[src/rtl/ov7670_pkg.sv]
// Shared definitions for the OV7670 configuration sequencer.
// Contents:
//   state_t              - sequencer FSM states
//   CFG_END, CFG_DELAY   - in-table marker entries
//   DEFAULT_DEVICE_ADDR  - SCCB write address of the OV7670
//   TABLE_*              - selectors for the register table held by the ROM
//   max4                 - helper used to size the shared wait counter
package ov7670_pkg;

    typedef enum logic [3:0] {
        ST_IDLE      = 4'd0,
        ST_CAM_RST   = 4'd1,
        ST_PWR_WAIT  = 4'd2,
        ST_FETCH     = 4'd3,
        ST_ISSUE     = 4'd4,
        ST_WAIT_DONE = 4'd5,
        ST_GAP       = 4'd6,
        ST_DELAY     = 4'd7,
        ST_DONE      = 4'd8
    } state_t;

    localparam logic [15:0] CFG_END             = 16'hFFFF;
    localparam logic [15:0] CFG_DELAY           = 16'hFFF0;
    localparam logic [7:0]  DEFAULT_DEVICE_ADDR = 8'h42;

    // Production QVGA RGB565 set, plus two short bring-up tables.
    localparam int TABLE_QVGA       = 0;
    localparam int TABLE_TEST_DELAY = 1; // {12 80, FFF0, 11 01, FFFF}
    localparam int TABLE_TEST_PLAIN = 2; // four plain writes, no end marker

    function automatic int max4(input int a, input int b, input int c, input int d);
        int m;
        m = a;
        if (b > m) m = b;
        if (c > m) m = c;
        if (d > m) m = d;
        return m;
    endfunction

endpackage

[src/rtl/ov7670_reg_rom.sv]
// Synchronous-read register table for the OV7670.
// Each entry is {reg_addr, reg_data}; CFG_DELAY entries request a settle
// wait and CFG_END terminates the table. Unused addresses read CFG_END.
// Ports:
//   clk  - system clock
//   addr - table index (AW bits)
//   data - entry at the address presented on the previous clock edge
module ov7670_reg_rom
    import ov7670_pkg::*;
#(
    parameter int AW        = 7,
    parameter int TABLE_SEL = TABLE_QVGA
) (
    input  logic          clk,
    input  logic [AW-1:0] addr,
    output logic [15:0]   data
);

    // Table lookup; indices are taken as 8 bits (tables hold at most 256 entries).
    function automatic logic [15:0] rom_entry(input int sel, input logic [7:0] i);
        logic [15:0] e;
        e = CFG_END;
        case (sel)
            TABLE_TEST_DELAY: begin
                case (i)
                    8'd0:    e = 16'h1280;
                    8'd1:    e = CFG_DELAY;
                    8'd2:    e = 16'h1101;
                    default: e = CFG_END;
                endcase
            end
            TABLE_TEST_PLAIN: begin
                case (i)
                    8'd0:    e = 16'h1280;
                    8'd1:    e = 16'h1101;
                    8'd2:    e = 16'h1D55;
                    8'd3:    e = 16'h1EAA;
                    default: e = CFG_END;
                endcase
            end
            default: begin
                case (i)
                    8'd0:    e = 16'h1280; // COM7: soft reset
                    8'd1:    e = CFG_DELAY; // let the sensor settle after soft reset
                    8'd2:    e = 16'h1214; // COM7: QVGA, RGB output
                    8'd3:    e = 16'h1180; // CLKRC: use input clock directly
                    8'd4:    e = 16'h0C04; // COM3: DCW enable for scaling
                    8'd5:    e = 16'h3E19; // COM14: scaled PCLK, divide by 2
                    8'd6:    e = 16'h40D0; // COM15: RGB565, full output range
                    8'd7:    e = 16'h3A04; // TSLB
                    8'd8:    e = 16'h1438; // COM9: AGC ceiling
                    8'd9:    e = 16'h4FB3; // colour matrix
                    8'd10:   e = 16'h50B3;
                    8'd11:   e = 16'h5100;
                    8'd12:   e = 16'h523D;
                    8'd13:   e = 16'h53A7;
                    8'd14:   e = 16'h54E4;
                    8'd15:   e = 16'h589E;
                    8'd16:   e = 16'h3DC0; // COM13: gamma, UV auto adjust
                    8'd17:   e = 16'h1716; // HSTART
                    8'd18:   e = 16'h1804; // HSTOP
                    8'd19:   e = 16'h3280; // HREF
                    8'd20:   e = 16'h1902; // VSTART
                    8'd21:   e = 16'h1A7A; // VSTOP
                    8'd22:   e = 16'h030A; // VREF
                    8'd23:   e = 16'h703A; // scaling X
                    8'd24:   e = 16'h7135; // scaling Y
                    8'd25:   e = 16'h7211; // downsample by 2
                    8'd26:   e = 16'h73F1; // DSP clock divide by 2
                    8'd27:   e = 16'hA202; // pixel clock delay
                    8'd28:   e = 16'h0F41; // COM6
                    8'd29:   e = 16'h1E00; // MVFP: no mirror/flip
                    8'd30:   e = 16'h3C78; // COM12
                    8'd31:   e = 16'hB084; // colour fix-up
                    default: e = CFG_END;
                endcase
            end
        endcase
        return e;
    endfunction

    // Registered table read: data is valid one cycle after addr.
    always_ff @(posedge clk) begin
        data <= rom_entry(TABLE_SEL, 8'(addr));
    end

endmodule

[src/rtl/ov7670_config_sequencer.sv]
// OV7670 power-up and register configuration sequencer.
// Drives the sensor reset/power-down pins, then walks the register table,
// issuing one SCCB write per entry and honouring in-table delay markers.
// Ports:
//   clk, rst_n       - system clock, asynchronous active-low reset
//   start            - pulse: begin (from IDLE) or re-run (from DONE)
//   sccb_ready       - SCCB master idle
//   sccb_done_tick   - SCCB master finished a write
//   sccb_start       - one-cycle write request
//   sccb_dev_addr    - constant device address
//   sccb_reg_addr/data - register address/data of the current entry
//   cam_rst_n        - sensor hardware reset (active-low)
//   cam_pwdn         - sensor power-down (active-high, held low)
//   busy             - sequence in progress
//   config_done      - table exhausted
module ov7670_config_sequencer
    import ov7670_pkg::*;
#(
    parameter int          CLK_FREQ       = 50_000_000,
    parameter logic [7:0]  DEVICE_ADDR    = DEFAULT_DEVICE_ADDR,
    parameter int          CAM_RST_CYCLES = CLK_FREQ / 1000,
    parameter int          POWERUP_CYCLES = CLK_FREQ / 100,
    parameter int          DELAY_CYCLES   = CLK_FREQ / 100,
    parameter int          GAP_CYCLES     = 256,
    parameter int          ROM_DEPTH      = 128,
    parameter int          TABLE_SEL      = TABLE_QVGA
) (
    input  logic       clk,
    input  logic       rst_n,
    input  logic       start,
    input  logic       sccb_ready,
    input  logic       sccb_done_tick,
    output logic       sccb_start,
    output logic [7:0] sccb_dev_addr,
    output logic [7:0] sccb_reg_addr,
    output logic [7:0] sccb_reg_data,
    output logic       cam_rst_n,
    output logic       cam_pwdn,
    output logic       busy,
    output logic       config_done
);

    localparam int AW      = (ROM_DEPTH > 1) ? $clog2(ROM_DEPTH) : 1;
    // One extra index bit so the index can reach ROM_DEPTH itself.
    localparam int IW      = AW + 1;
    localparam int CNT_MAX = max4(CAM_RST_CYCLES, POWERUP_CYCLES, DELAY_CYCLES, GAP_CYCLES);
    localparam int CNT_W   = $clog2(CNT_MAX + 1);

    // Down-counter loads: N-1 so the wait ends on the cycle the counter reads 0.
    localparam logic [CNT_W-1:0] CAM_RST_LOAD = CNT_W'(CAM_RST_CYCLES - 1);
    localparam logic [CNT_W-1:0] POWERUP_LOAD = CNT_W'(POWERUP_CYCLES - 1);
    localparam logic [CNT_W-1:0] DELAY_LOAD   = CNT_W'(DELAY_CYCLES - 1);
    localparam logic [CNT_W-1:0] GAP_LOAD     = CNT_W'(GAP_CYCLES - 1);
    localparam logic [IW-1:0]    IDX_LAST     = IW'(ROM_DEPTH);

    state_t           state_r;
    logic [IW-1:0]    idx_r;
    logic [CNT_W-1:0] cnt_r;
    logic             fetch_phase_r; // 0: address presented, 1: entry valid
    logic [15:0]      rom_data_s;
    logic [AW-1:0]    rom_addr_s;
    logic             cnt_zero_s;

    assign rom_addr_s    = idx_r[AW-1:0];
    assign cnt_zero_s    = (cnt_r == {CNT_W{1'b0}});
    assign sccb_dev_addr = DEVICE_ADDR;
    // Power-down sequencing is not used yet; the sensor is always powered.
    assign cam_pwdn      = 1'b0;

    ov7670_reg_rom #(
        .AW        (AW),
        .TABLE_SEL (TABLE_SEL)
    ) u_rom (
        .clk  (clk),
        .addr (rom_addr_s),
        .data (rom_data_s)
    );

    // Sequencer FSM with registered outputs and shared wait counter.
    always_ff @(posedge clk or negedge rst_n) begin
        if (!rst_n) begin
            state_r       <= ST_IDLE;
            idx_r         <= {IW{1'b0}};
            cnt_r         <= {CNT_W{1'b0}};
            fetch_phase_r <= 1'b0;
            sccb_start    <= 1'b0;
            sccb_reg_addr <= 8'h00;
            sccb_reg_data <= 8'h00;
            cam_rst_n     <= 1'b1;
            busy          <= 1'b0;
            config_done   <= 1'b0;
        end else begin
            sccb_start <= 1'b0;
            case (state_r)
                ST_IDLE, ST_DONE: begin
                    if (start) begin
                        state_r     <= ST_CAM_RST;
                        idx_r       <= {IW{1'b0}};
                        cnt_r       <= CAM_RST_LOAD;
                        cam_rst_n   <= 1'b0;
                        busy        <= 1'b1;
                        config_done <= 1'b0;
                    end
                end
                ST_CAM_RST: begin
                    if (cnt_zero_s) begin
                        state_r   <= ST_PWR_WAIT;
                        cnt_r     <= POWERUP_LOAD;
                        cam_rst_n <= 1'b1;
                    end else begin
                        cnt_r <= cnt_r - {{(CNT_W-1){1'b0}}, 1'b1};
                    end
                end
                ST_PWR_WAIT: begin
                    if (cnt_zero_s) begin
                        state_r       <= ST_FETCH;
                        fetch_phase_r <= 1'b0;
                    end else begin
                        cnt_r <= cnt_r - {{(CNT_W-1){1'b0}}, 1'b1};
                    end
                end
                ST_FETCH: begin
                    if (!fetch_phase_r) begin
                        fetch_phase_r <= 1'b1;
                    end else begin
                        fetch_phase_r <= 1'b0;
                        if ((idx_r == IDX_LAST) || (rom_data_s == CFG_END)) begin
                            state_r     <= ST_DONE;
                            busy        <= 1'b0;
                            config_done <= 1'b1;
                        end else if (rom_data_s == CFG_DELAY) begin
                            state_r <= ST_DELAY;
                            cnt_r   <= DELAY_LOAD;
                        end else begin
                            state_r       <= ST_ISSUE;
                            sccb_reg_addr <= rom_data_s[15:8];
                            sccb_reg_data <= rom_data_s[7:0];
                        end
                    end
                end
                ST_ISSUE: begin
                    // Leaving ISSUE immediately guarantees a single request per entry.
                    if (sccb_ready) begin
                        sccb_start <= 1'b1;
                        state_r    <= ST_WAIT_DONE;
                    end
                end
                ST_WAIT_DONE: begin
                    if (sccb_done_tick) begin
                        idx_r   <= idx_r + {{(IW-1){1'b0}}, 1'b1};
                        cnt_r   <= GAP_LOAD;
                        state_r <= ST_GAP;
                    end
                end
                ST_GAP: begin
                    if (cnt_zero_s) begin
                        state_r       <= ST_FETCH;
                        fetch_phase_r <= 1'b0;
                    end else begin
                        cnt_r <= cnt_r - {{(CNT_W-1){1'b0}}, 1'b1};
                    end
                end
                ST_DELAY: begin
                    if (cnt_zero_s) begin
                        idx_r         <= idx_r + {{(IW-1){1'b0}}, 1'b1};
                        state_r       <= ST_FETCH;
                        fetch_phase_r <= 1'b0;
                    end else begin
                        cnt_r <= cnt_r - {{(CNT_W-1){1'b0}}, 1'b1};
                    end
                end
                default: begin
                    state_r       <= ST_IDLE;
                    idx_r         <= {IW{1'b0}};
                    cnt_r         <= {CNT_W{1'b0}};
                    fetch_phase_r <= 1'b0;
                    cam_rst_n     <= 1'b1;
                    busy          <= 1'b0;
                    config_done   <= 1'b0;
                end
            endcase
        end
    end

endmodule

[config.mk]
export PLATFORM = sky130hd
export DESIGN_NAME = ov7670_config_sequencer
export DESIGN_NICKNAME = d
export VERILOG_FILES = /design/src/rtl/ov7670_pkg.sv /design/src/rtl/ov7670_reg_rom.sv /design/src/rtl/ov7670_config_sequencer.sv
export SDC_FILE = /design/constraint.sdc
export NUM_CORES = 1
export LEC_CHECK = 0
export ABC_CLOCK_PERIOD_IN_PS = 5000
export CAP_MARGIN = 30
export CELL_PAD_IN_SITES_DETAIL_PLACEMENT = 1
export CELL_PAD_IN_SITES_GLOBAL_PLACEMENT = 2
export CORE_MARGIN = 1.5
export CORE_UTILIZATION = 38
export CTS_CLUSTER_DIAMETER = 120
export CTS_CLUSTER_SIZE = 24
export DETAILED_ROUTE_END_ITERATION = 8
export PLACE_DENSITY = 0.91
export RECOVER_POWER = 100
export REMOVE_ABC_BUFFERS = 1
export SLEW_MARGIN = 20
export SYNTH_ARGS = -nofsm -noshare
export SYNTH_HDL_FRONTEND = slang
export SYNTH_SLANG_ARGS = --single-unit
[constraint.sdc]
create_clock -name clk -period 5 [get_ports clk]
set_input_delay 1 -clock clk [delete_from_list [all_inputs] [get_ports clk]]
set_output_delay 1 -clock clk [all_outputs]
set_load 0.1 [all_outputs]
==> results.yml, run 1 <==
finish:
  drive_gt1_share_pct: 6.86
  fin_cells: 650
  fillers: 1290
  fin_util_pct: 43.1
  num-nets-final: 522
  areaGrowthSynthToFinish_pct: 10.6
  mostFrequentLayoutCell: "o21ai_0"
  final_cell_mix: "o21ai_0, nor2_1, dfrtp_1"
  design_area_um2: 4650
  insertedDiodeCount: 0
pwr:
  power.density_nw_per_um2: 666
  ir_worst_vdd_mv: 0.261
  p_leak_nw: 1.91
logic_synthesis:
  ys_warn_count: 0
  synth-edff-count: 0
  ys_types: 61
  avgSynthCellArea_um2: 8.42
  ys_seq_elements: 68
  syn_inst: 499
  ys.flop_type: "dfrtp_1"
  syn-cell-area_um2: 4200
  seq_area_frac_synth_pct: 38.6
  synth-async-reset-ratio_pct: 76.5
die:
  dieHeight_um: 108
  rows: 38
  initial_core_util_pct: 38.9
  die_x_um: 108
  ios: 34
  core_um2: 10800
  dieArea_um2: 11700
timing:
  tns_ns: 0
  slew_violations: 93
  fin_skew_ns: 0.0111
  min_period_ns: 3.98
  setup_viol: 0
  worst_pin_slew_ns: 2.86
  hold_viol: 0
  max_freq_mhz: 251
  fin_crit_sh_pct: 79.6
  rsz0062_at_grt: "no"
  slew_headroom_pct: -90.8
critical_path:
  cpPeakStageDelay_ns: 0.76
  crit_type: "register to register"
  required_ns: 5.23
  path_buf_inv: 1
  startpoint_type: "register"
  worstPathArrival_ns: 4.21
  cp_slowest_cell: "a211o_1"
  cp_cell_sequence: "inv_1 > ha_1 > or4b_1 > nor4_4 > and2_0 > a211o_1 > nand4_4 > mux2_1"
  cp_max_fo: 28
  cpLargestDelayFamily: "simple AND/OR/NAND/NOR gates"
  crit_path_end_kind: "register"
status:
  violations: "capacitance limit, slew limit"
  outcome: "complete, but fails checks"
clocking:
  cts_tree: "done"
  clk_latency_ns: 0.36
  post_cts_resize_count: 0
  hold_buffers: 0
  cts_max_level: 3
  numCtsBuffers: 9
  cts_sinks: 68
  cts_root_buffer: "clkbuf_8"
  clk_pin_slew_worst_paths_ns: 0.07
  cts_buffer_depth: 2
  cts_setup_buffers: 0
routing:
  wl_per_cell_um: 18.1
  totalWireLength_mm: 11.8
  routed_via_density: 5.72
  vias: 3716
  drcViolationCount: 0
  drtAntennaViolNets: 0
  drt-initial-drc-count: 181
  dr.pass1.iters: 4
grt:
  grt_max_degree: 53
  grt_pass1_wl_mm: 19.6
  first_global_vias: 3812
  track_usage_pct: 21.7
  grt_antenna_before_repair: 0
  grt.overflow.total: 0
placement:
  place.gp.congestion: 0.868
  dp.cells: 633
  place_area_um2: 4470
  hpwl_mm: 8.50
  io_buffers: 24
min_path:
  hold_path_class: "register to register"
flow_run:
  drv_cap: 2
final cells by class:
class	count	area [um^2]	share of cell area, %
multi-input cells	379	2290	49.4
flip-flops and latches	68	1620	34.9
repair buffers	30	267	5.74
clock buffers	13	201	4.33
well taps	140	175	3.77
inverters	17	63.8	1.37
clock inverters	3	23.8	0.512
metal layers:
metal / wire, um / up-vias / share of wire [%] / GRT usage [%]
met5: 0 / - / 0 / 0
met2: 5700 / 65 / 48 / 34.0
met3: 410 / 11 / 3.5 / 4.34
li1: - / 1799 / - / -
met4: 157 / 0 / 1.3 / 9.21
met1: 5520 / 1841 / 47 / 29.1
Yosys cell counts (6+ instances only):
cell type | instances | area share, %
a31oi_1 | 6 | 0.89
a21oi_1 | 29 | 3.5
clkbuf_1 | 24 | 2.1
o21ai_0 | 65 | 7.7
o21a_1 | 6 | 1.1
dfrtp_1 | 51 | 30
ha_1 | 12 | 3.6
and2_1 | 7 | 1.0
o211ai_1 | 8 | 1.4
or2_2 | 6 | 0.89
nand3_1 | 12 | 1.4
mux2_4 | 10 | 3.6
a211oi_1 | 7 | 1.3
nor2b_1 | 7 | 1.0
nor2_1 | 53 | 4.7
dfxtp_1 | 16 | 7.6
buf_4 | 10 | 1.8
inv_1 | 16 | 1.4
mux2_2 | 6 | 1.6
nand2_1 | 41 | 3.7
nor3_1 | 17 | 2.0
flip-flops by register name (all words and copies together) (netlist names):
signal and flops:
cam_rst_n 1, sccb_reg_data 8, config_done 1, state_r 4
busy 1, cnt_r 19, sccb_start 1, idx_r 8
sccb_reg_addr 8, u_rom.data 16, fetch_phase_r 1
cells by family (layout without fill, tap and decap cells):
family	Yosys count	after routing	synth area share [%]
flops	68	68	38.6
buf+inv	59	63	6.55
mux	18	18	5.66
fa+ha+maj	12	12	3.57
other cells	2	9	0.179
simple gates	174	174	20.5
xor+xnor	3	3	0.625
compound gates	163	163	24.4
stage by stage:
| step | power, mW | hold WS, ns | setup WS [ns] |
|---|---|---|---|
| 4_1_cts | 3.16 | 0.506 | 1.04 |
| 2_1_floorplan | 2.18 | 0.461 | 1.76 |
| 5_1_grt | 3.32 | 0.514 | 0.682 |
| 3_3_place_gp | 2.61 | 0.471 | 1.14 |
| 6_report | 3.09 | 0.492 | 1.02 |
| 3_5_place_dp | 2.66 | 0.489 | 1.05 |
worst paths after layout:
| kind | slack [ns] | start | depth (start not counted) | endpoint |
|---|---|---|---|---|
| max in group asynchronous | 1.72 | rst_n | 2 | sccb_start |
| min in group asynchronous | 1.66 | rst_n | 2 | sccb_reg_addr[7] |
| worst min-delay path | 0.49 | sccb_reg_addr[6] | 1 | sccb_reg_addr[6] |
| worst min register to register | 0.49 | sccb_reg_addr[6] | 1 | sccb_reg_addr[6] |
| worst max-delay path | 1.02 | cnt_r[0] | 8 | sccb_reg_addr[3] |
| worst max register to register | 1.02 | cnt_r[0] | 8 | sccb_reg_addr[3] |
power by group:
group	internal (mW)	switching, mW
Combinational	0.515	1.18
Clock	0.268	0.218
Sequential	0.728	0.183
Total	1.51	1.58
Note: power is estimated with default switching activity, not from simulation.
==> run 2: changes to the inputs <==
--- a/config.mk
+++ b/config.mk
@@ -5,16 +5,16 @@
 export SDC_FILE = /design/constraint.sdc
 export NUM_CORES = 1
 export LEC_CHECK = 0
-export ABC_CLOCK_PERIOD_IN_PS = 5000
+export ABC_CLOCK_PERIOD_IN_PS = 3400
 export CAP_MARGIN = 30
 export CELL_PAD_IN_SITES_DETAIL_PLACEMENT = 1
 export CELL_PAD_IN_SITES_GLOBAL_PLACEMENT = 2
 export CORE_MARGIN = 1.5
-export CORE_UTILIZATION = 38
+export CORE_UTILIZATION = 32
 export CTS_CLUSTER_DIAMETER = 120
 export CTS_CLUSTER_SIZE = 24
 export DETAILED_ROUTE_END_ITERATION = 8
-export PLACE_DENSITY = 0.91
+export PLACE_DENSITY = 0.83
 export RECOVER_POWER = 100
 export REMOVE_ABC_BUFFERS = 1
 export SLEW_MARGIN = 20
==> constraint.sdc (replaced) <==
create_clock -name clk -period 3.4 [get_ports clk]
set_input_delay 0.68 -clock clk [delete_from_list [all_inputs] [get_ports clk]]
set_output_delay 0.68 -clock clk [all_outputs]
set_load 0.1 [all_outputs]
==> results.yml, run 2 (same netlist as run 1, synthesis figures left out) <==
die:
  ios: 34
  core_um2: 12700
  dieHeight_um: 118
  dieArea_um2: 13800
  rows: 41
  die_x_um: 118
  initial_core_util_pct: 33.0
routing:
  drt-initial-drc-count: 218
  drcViolationCount: 0
  vias: 3800
  routed_via_density: 5.48
  drtAntennaViolNets: 0
  dr.pass1.iters: 6
  wl_per_cell_um: 17.7
  totalWireLength_mm: 12.3
critical_path:
  startpoint_type: "register"
  worstPathArrival_ns: 3.39
  cp_cell_sequence: "inv_1 > ha_1 > or4b_1 > nor4_4 > and2_0 > a211o_1 > clkbuf_2 > o311ai_0 > a21oi_1"
  cp_max_fo: 27
  crit_type: "register to register"
  cp_slowest_cell: "or4b_1"
  cpPeakStageDelay_ns: 0.61
  required_ns: 3.65
  crit_path_end_kind: "register"
timing:
  tns_ns: 0
  slew_headroom_pct: -14.2
  fin_ws_ns: 0.263
  hold_viol: 0
  fin_crit_sh_pct: 92.3
  max_freq_mhz: 319
  min_period_ns: 3.14
  rsz0062_at_grt: "no"
  setup_viol: 0
  fin_skew_ns: 0.00768
  slew_violations: 31
  worst_pin_slew_ns: 1.71
pwr:
  power.density_nw_per_um2: 1020
  ir_worst_vdd_mv: 0.322
  p_leak_nw: 1.96
grt:
  track_usage_pct: 18.4
  grt.overflow.total: 0
  grt_antenna_before_repair: 0
  grt_pass1_wl_mm: 20.5
  first_global_vias: 3850
  grt_max_degree: 48
finish:
  top_register: "cnt_r"
  mostFrequentLayoutCell: "o21ai_0"
  insertedDiodeCount: 0
  final_cell_mix: "o21ai_0, nor2_1, dfrtp_1"
  top_regs: "cnt_r (19), u_rom.data (16)"
  largest_reg_flops: 19
  drive_gt1_share_pct: 8.25
  num-nets-final: 533
  fin_cells: 693
  areaGrowthSynthToFinish_pct: 14.3
  fin_util_pct: 37.8
  fillers: 1570
status:
  outcome: "complete, but fails checks"
  violations: "capacitance limit, slew limit"
clocking:
  numCtsBuffers: 9
  cts_sinks: 68
  clk_latency_ns: 0.34
  cts_buffer_depth: 2
  post_cts_resize_count: 0
  hold_buffers: 0
  cts_root_buffer: "clkbuf_16"
  cts_max_level: 3
  cts_tree: "done"
  clk_pin_slew_worst_paths_ns: 0.06
  cts_setup_buffers: 0
placement:
  place.gp.congestion: 0.859
  dp.cells: 676
  hpwl_mm: 8.85
  pre_cts_ws_ns: 0.315
  io_buffers: 24
min_path:
  hold_path_class: "register to register"
flow_run:
  drv_cap: 1
run 2: cell types whose count changed in the layout (fill, tap and decap cells not counted), moves of 2 or more:
cell,delta
clkbuf_1,+14
dlygate4sd3_1,-11
clkbuf_8,-10
buf_4,+9
clkbuf_16,+9
clkinvlp_4,-2
run 2: report_power, final:
group / total (mW) / switching, mW / internal (mW) / leakage (nW)
Sequential: 1.31 / 0.232 / 1.07 / 0.792
Combinational: 2.58 / 1.81 / 0.772 / 1.00
Clock: 1.03 / 0.358 / 0.677 / 0.169
Total: 4.92 / 2.40 / 2.52 / 1.96
run 2: metal layers:
layer	track usage (%)	wire length (um)	share of wire [%]	up-vias
met1	25.8	6110	50	1905
met2	28.8	5680	46	63
met4	5.26	140	1.1	0
met3	3.68	371	3.0	12
li1	-	-	-	1820
met5	0	0	0	-
run 2: critical path: cells and delay by family (launching register included):
family | cells | cell delay, ns
buffers and inverters | 2 | 0.57
adder cells (fa/ha/maj) | 1 | 0.21
AND/OR/NAND/NOR | 3 | 1.25
AO/OA/AOI/OAI | 3 | 0.62
flip-flops | 1 | 0.39
run 2: cell type report:
type,count,area [um^2],share of cell area [%]
clock buffers,12,289,6.01
well taps,172,215,4.48
inverters,17,63.8,1.33
flip-flops and latches,68,1620,33.8
repair buffers,41,272,5.65
clock inverters,4,50.0,1.04
multi-input cells,379,2290,47.7
run 2: final timing paths:
path | end | slack (ns) | depth (start not counted) | start
max in group asynchronous | idx_r[7] | 1.19 | 2 | rst_n
worst min register to register | sccb_reg_addr[4] | 0.48 | 1 | u_rom.data[12]
worst max-delay path | state_r[0] | 0.26 | 9 | cnt_r[0]
min in group asynchronous | sccb_reg_addr[2] | 0.79 | 1 | rst_n
worst min-delay path | sccb_reg_addr[4] | 0.48 | 1 | u_rom.data[12]
worst max register to register | state_r[0] | 0.26 | 9 | cnt_r[0]
run 2: metrics by stage:
stage | total power, mW | hold slack [ns] | area [um^2]
after global routing | 5.28 | 0.504 | 4810
after detailed placement | 4.00 | 0.487 | 4560
after global placement | 3.93 | 0.474 | 4560
final | 4.92 | 0.484 | 4810
after CTS | 5.05 | 0.423 | 4900
after floorplan | 3.20 | 0.384 | 4020
